===== config.mk =====
export PLATFORM = sky130hd
export DESIGN_NAME = full_adder_flat
export DESIGN_NICKNAME = d
export VERILOG_FILES = /design/src/rtl/full_adder_pkg.sv /design/src/rtl/full_adder_if.sv /design/src/rtl/full_adder_fa_cell.sv /design/src/rtl/full_adder.sv /design/src/flat_wrapper.sv
export SDC_FILE = /design/constraint.sdc
export NUM_CORES = 1
export LEC_CHECK = 0
export CAP_MARGIN = 20
export CORE_MARGIN = 4
export CORE_UTILIZATION = 35
export CTS_CLUSTER_SIZE = 40
export DETAILED_ROUTE_END_ITERATION = 10
export PLACE_DENSITY_LB_ADDON = 0.12
export REMOVE_ABC_BUFFERS = 1
export SLEW_MARGIN = 0
export SYNTH_ARGS = -nofsm -noshare
export SYNTH_HDL_FRONTEND = slang
export SYNTH_SLANG_ARGS = --single-unit

===== constraint.sdc =====
create_clock -name clk -period 1.65 [get_ports clk]
set_clock_uncertainty 0.05 [all_clocks]
set_input_delay 0.33 -clock clk [delete_from_list [all_inputs] [get_ports clk]]
set_output_delay 0.33 -clock clk [all_outputs]
set_load 0.05 [all_outputs]

===== src/rtl/full_adder_pkg.sv =====
// Shared types and constants for the full_adder cell: truth table, default
// counter width and the sum/cout result struct.
package full_adder_pkg;

    localparam int CNT_W_DEFAULT = 8;

    typedef struct packed {
        logic sum;
        logic cout;
    } fa_result_t;

    // {sum,cout} indexed by {a,b,cin}; entry 7 is the leftmost pair
    localparam logic [7:0][1:0] FA_TT = {2'b11, 2'b01, 2'b01, 2'b10,
                                         2'b01, 2'b10, 2'b10, 2'b00};

    function automatic fa_result_t fa_lookup(input logic [2:0] idx);
        return fa_result_t'(FA_TT[idx]);
    endfunction

endpackage


===== src/rtl/full_adder_if.sv =====
// Operand/result bundle of the full_adder cell; master drives operands,
// slave (the adder) drives combinational and registered results.
interface full_adder_if
    import full_adder_pkg::*;
    #(parameter int CNT_W = CNT_W_DEFAULT) ();

    logic             a;
    logic             b;
    logic             cin;
    logic             in_valid;
    logic             sum;
    logic             cout;
    logic             prop;
    logic             gen;
    logic             sum_q;
    logic             cout_q;
    logic             out_valid;
    logic [CNT_W-1:0] carry_cnt;
    logic             err_q;

    modport master (
        output a, b, cin, in_valid,
        input  sum, cout, prop, gen, sum_q, cout_q, out_valid, carry_cnt, err_q
    );

    modport slave (
        input  a, b, cin, in_valid,
        output sum, cout, prop, gen, sum_q, cout_q, out_valid, carry_cnt, err_q
    );

endinterface


===== src/rtl/full_adder_fa_cell.sv =====
// Purely combinational 1-bit full adder cell with propagate/generate terms.
module fa_cell (
    input  logic a,
    input  logic b,
    input  logic cin,
    output logic sum,
    output logic cout,
    output logic prop,
    output logic gen
);

    assign prop = a ^ b;
    assign gen  = a & b;
    assign sum  = prop ^ cin;
    assign cout = gen | (cin & prop);

endmodule


===== src/rtl/full_adder.sv =====
// Full adder with registered result, saturating carry-event counter and an
// optional redundant truth-table checker enabled by FULL_ADDER_CHECK_EN.
module full_adder
    import full_adder_pkg::*;
    #(parameter int CNT_W = CNT_W_DEFAULT) (
    input  logic         clk,
    input  logic         rst,
    full_adder_if.slave  fa
);

    localparam logic [CNT_W-1:0] CNT_MAX = '1;

    logic             c_sum;
    logic             c_cout;
    logic             c_prop;
    logic             c_gen;
    logic             sum_p1;
    logic             cout_p1;
    logic             vld_p1;
    logic [CNT_W-1:0] cnt_p1;
    logic             err_p1;

    function automatic logic [CNT_W-1:0] sat_inc(input logic [CNT_W-1:0] v);
        return (v == CNT_MAX) ? v : v + 1'b1;
    endfunction

    fa_cell u_cell (
        .a    (fa.a),
        .b    (fa.b),
        .cin  (fa.cin),
        .sum  (c_sum),
        .cout (c_cout),
        .prop (c_prop),
        .gen  (c_gen)
    );

    assign fa.sum  = c_sum;
    assign fa.cout = c_cout;
    assign fa.prop = c_prop;
    assign fa.gen  = c_gen;

    // p0 -> p1: capture qualified result and count carry events
    always_ff @(posedge clk or posedge rst) begin
        if (rst) begin
            sum_p1  <= 1'b0;
            cout_p1 <= 1'b0;
            vld_p1  <= 1'b0;
            cnt_p1  <= '0;
        end else begin
            vld_p1 <= fa.in_valid;
            if (fa.in_valid) begin
                sum_p1  <= c_sum;
                cout_p1 <= c_cout;
                if (c_cout) begin
                    cnt_p1 <= sat_inc(cnt_p1);
                end
            end
        end
    end

`ifdef FULL_ADDER_CHECK_EN
    fa_result_t ref_r;
    logic       mis;

    assign ref_r = fa_lookup({fa.a, fa.b, fa.cin});
    assign mis   = (ref_r.sum != c_sum) || (ref_r.cout != c_cout);

    // Sticky: only reset clears a detected disagreement
    always_ff @(posedge clk or posedge rst) begin
        if (rst) begin
            err_p1 <= 1'b0;
        end else if (fa.in_valid && mis) begin
            err_p1 <= 1'b1;
        end
    end
`else
    assign err_p1 = 1'b0;
`endif

    assign fa.sum_q     = sum_p1;
    assign fa.cout_q    = cout_p1;
    assign fa.out_valid = vld_p1;
    assign fa.carry_cnt = cnt_p1;
    assign fa.err_q     = err_p1;

endmodule


===== src/flat_wrapper.sv =====
// flat-port wrapper written by rule: the top's interface ports become plain ports
module full_adder_flat import full_adder_pkg::*;
#(parameter int CNT_W = CNT_W_DEFAULT)
  (clk, rst, fa_a, fa_b, fa_cin, fa_in_valid, fa_sum, fa_cout, fa_prop, fa_gen, fa_sum_q, fa_cout_q, fa_out_valid, fa_carry_cnt, fa_err_q);
  full_adder_if #(.CNT_W(CNT_W)) fa_i ();
  input  logic clk;
  input  logic rst;
  input wire logic [$bits(fa_i.a)-1:0] fa_a;
  input wire logic [$bits(fa_i.b)-1:0] fa_b;
  input wire logic [$bits(fa_i.cin)-1:0] fa_cin;
  input wire logic [$bits(fa_i.in_valid)-1:0] fa_in_valid;
  output wire logic [$bits(fa_i.sum)-1:0] fa_sum;
  output wire logic [$bits(fa_i.cout)-1:0] fa_cout;
  output wire logic [$bits(fa_i.prop)-1:0] fa_prop;
  output wire logic [$bits(fa_i.gen)-1:0] fa_gen;
  output wire logic [$bits(fa_i.sum_q)-1:0] fa_sum_q;
  output wire logic [$bits(fa_i.cout_q)-1:0] fa_cout_q;
  output wire logic [$bits(fa_i.out_valid)-1:0] fa_out_valid;
  output wire logic [$bits(fa_i.carry_cnt)-1:0] fa_carry_cnt;
  output wire logic [$bits(fa_i.err_q)-1:0] fa_err_q;
  assign fa_i.a = fa_a;
  assign fa_i.b = fa_b;
  assign fa_i.cin = fa_cin;
  assign fa_i.in_valid = fa_in_valid;
  assign fa_sum = fa_i.sum;
  assign fa_cout = fa_i.cout;
  assign fa_prop = fa_i.prop;
  assign fa_gen = fa_i.gen;
  assign fa_sum_q = fa_i.sum_q;
  assign fa_cout_q = fa_i.cout_q;
  assign fa_out_valid = fa_i.out_valid;
  assign fa_carry_cnt = fa_i.carry_cnt;
  assign fa_err_q = fa_i.err_q;
  full_adder #(.CNT_W(CNT_W)) u_core (.clk(clk), .rst(rst), .fa(fa_i));
endmodule

==> impl_metrics.csv <==
group,metric,value,unit
logic_synthesis,synth_top_area_share,47.4,%
place,place.gp.congestion,0.696,
floorplan,ios,22,
logic_synthesis,synth-edff-count,0,
floorplan,initial_utilization,37.7,%
pwr,total_power,1.79,mW
timing,finalSetupViolCount,0,
timing,fmax,619,MHz
clock_tree,cts_sinks,11,
logic_synthesis,ys_ff_latch,11,
pwr,powerDensity,1820,mW/mm²
worst_setup_path,crit_path_start,"fa_b",
clock_tree,clk_latency,0.27,ns
worst_setup_path,critPathCaptureType,"primary output",
run,max_cap_viol_count,0,
pwr,vdd_ir_drop_max,1.33,mV
layout,multiInputGateArea,282,µm²
clock_tree,clock_path_buffers,2,
floorplan,coreArea,0.00154,mm²
logic_synthesis,syn_inst,48,
worst_setup_path,crit_chain,"clkdlybuf4s15_1 > fa_2 > buf_12",
place,io_buffer_count,20,
pwr,p_leak,0.454,nW
floorplan,row_count,14,
status,status,"finished clean",
logic_synthesis,synth_area_leaders,"dfrtp_1 (47%), xor2_1 (4.5%), ha_1 (4.3%)",
floorplan,die_area,0.00237,mm²
layout,fin_nets,90,
worst_setup_path,cpMaxStageDelayCell,"fa_2",
worst_setup_path,r2r_start,"u_core.fa.carry_cnt[0]",
logic_synthesis,avgSynthCellArea,12.1,µm²
grt,grt_overflow,0,
worst_setup_path,arrival,1.24,ns
grt,grt_max_degree,12,
grt,grt_pass1_vias,553,
route,avgViaCountPerCell,5.08,
grt,grt_pass1_wl,2440,µm
timing,fin_setup_tns,0,ns
worst_setup_path,cpPeakStageDelay,0.57,ns
grt,grtUsageTotal,12.7,%
floorplan,die_y,48.7,µm
layout,syn_to_final_growth,69.6,%
route,drt_iter0_markers,4,
logic_synthesis,synth_top_cell_by_area,"dfrtp_1",
timing,fin_ws,0.0336,ns
clock_tree,cts_tree,"done",
worst_setup_path,r2r_cells,4,
layout,antenna_cells,0,
layout,final_layout_size_suffix_gt1_share,47.5,%
route,drtAntennaViolNets,0,
place,dp_slack,-0.304,ns
clock_tree,h-tree-depth,1,
worst_setup_path,r2r_setup_slack,0.10,ns
route,wirelength,1300,µm
timing,grt_setup_unrepaired,"false",
layout,finalNonFillerCells,96,
logic_synthesis,yosysWarningCount,0,
place,placed_cell_area,957,µm²
worst_setup_path,path_class,"primary input to primary output",
logic_synthesis,syn_area,581,µm²
place,dp_hpwl,1050,µm
layout,postLayoutCellArea,985,µm²
logic_synthesis,yosys-top-cells-count,"dfrtp_1 (11), nand2_1 (3), xor2_1 (3)",
layout,regArea,275,µm²
worst_setup_path,regToRegEndpoint,"u_core.fa.carry_cnt[1]",
hold_path,hold_class,"primary input to asynchronous set/reset pin",
place,dpl.cell_count,92,
timing,fin_crit,1.62,ns
route,drt-pass1-iter-count,4,
layout,postLayoutCoreUtil,63.9,%
timing,maxSlewViolCount,0,
logic_synthesis,ys_types,29,
timing,holdWs,0.292,ns
worst_setup_path,cp.required,1.27,ns
timing,hold_viol_final,0,
route,wl_per_cell,13.5,µm
worst_setup_path,critical-path-top-delay-family,"adder cells",
timing,fin_crit_sh,98.0,%
clock_tree,path_clk_slew,0.08,ns
clock_tree,cts_hold_buf,0,
logic_synthesis,synth_seq_area_share,47.4,%
floorplan,die_w,48.7,µm
route,vias,488,
clock_tree,clockRootBuffer,"clkbuf_4",
worst_setup_path,path_buf_inv,2,
logic_synthesis,yosys.cell_count.top_type,"dfrtp_1",
logic_synthesis,ys.flop_type,"dfrtp_1",
route,drc,0,
logic_synthesis,async_reset_ff_share,100,%
layout,n_fill_cell,123,
worst_setup_path,start_kind,"primary input",
grt,grt_antenna_before_repair,0,
worst_setup_path,crit_fanout,2,
clock_tree,cts-buffers-inserted,3,
==> how the worst max path moves through the flow <==
| stage | end | slack, ns | depth (start not counted) |
|---|---|---|---|
| global route | fa_sum | 0.006 | 3 |
| finish | fa_sum | 0.03 | 3 |
| CTS | fa_sum | 0.004 | 3 |
| detailed placement | u_core.fa.carry_cnt[7] | -0.30 | 5 |
| floorplan | u_core.fa.carry_cnt[1] | -0.19 | 4 |
| global placement | u_core.fa.carry_cnt[1] | -0.30 | 5 |
==> where the power goes <==
part           internal (mW)  switching, mW  leakage, nW
Sequential             0.358         0.0870        0.134
Combinational          0.552          0.607        0.305
Clock                 0.0936         0.0967       0.0150
==> layout make-up <==
cell class,instances,area share (%)
clock buffer,4,2.67
inverter,2,0.762
multi-input combinational,33,28.6
sequential,11,28.0
tap,16,2.03
timing repair buffer,30,38.0
==> kinds of logic (layout without fill, tap and decap cells) <==
family	Yosys count	count (layout)	share of synthesized area [%]
DFF	11	11	47.4
muxes	3	3	6.46
other	1	1	0.646
xor gates and xnor gates	4	4	6.04
AOI/OAI and AO/OA	8	8	11.4
buffers and inverters	4	36	4.53
adders and majority gates	3	3	7.76
and+or+nand+nor	14	14	15.7
==> repair_timing <==
action,in CTS,in global routing
resized for setup,9,1
buffers inserted,0,0
pin swaps,1,1
setup endpoints to repair,5,2
==> routing by layer <==
metal | global-route usage [%] | part of all wire, % | wire length (µm) | vias to the layer above
met2 | 21.3 | 50 | 645 | 18
met5 | 0 | 0 | 0 | -
met4 | 2.69 | 0.92 | 12 | 0
met1 | 16.2 | 42 | 549 | 234
li1 | - | - | - | 234
met3 | 3.68 | 6.9 | 90 | 2
==> flip-flops by register name, indices dropped and copies added (netlist names) <==
name,cells
u_core.fa.out_valid,1
u_core.fa.cout_q,1
u_core.fa.sum_q,1
u_core.fa.carry_cnt,8
==> layout by cell type (no fill, tap or decap), drive strengths merged <==
master         instances
clkdlybuf4s50          2
inv                    2
nand3                  2
o21bai                 1
conb                   1
and3                   1
clkbuf                 4
nand4                  2
ha                     2
nand2                  4
nor3                   1
dfrtp                 11
buf                   26
xor2                   3
nor2                   1
a31oi                  1
mux2                   3
fa                     1
a211oi                 2
a21oi                  1
a21boi                 1
o21ai                  1
and4                   1
a21o                   1
xnor2                  1
nor4                   2
clkdlybuf4s15          2
(Power assumes the default switching activity.)
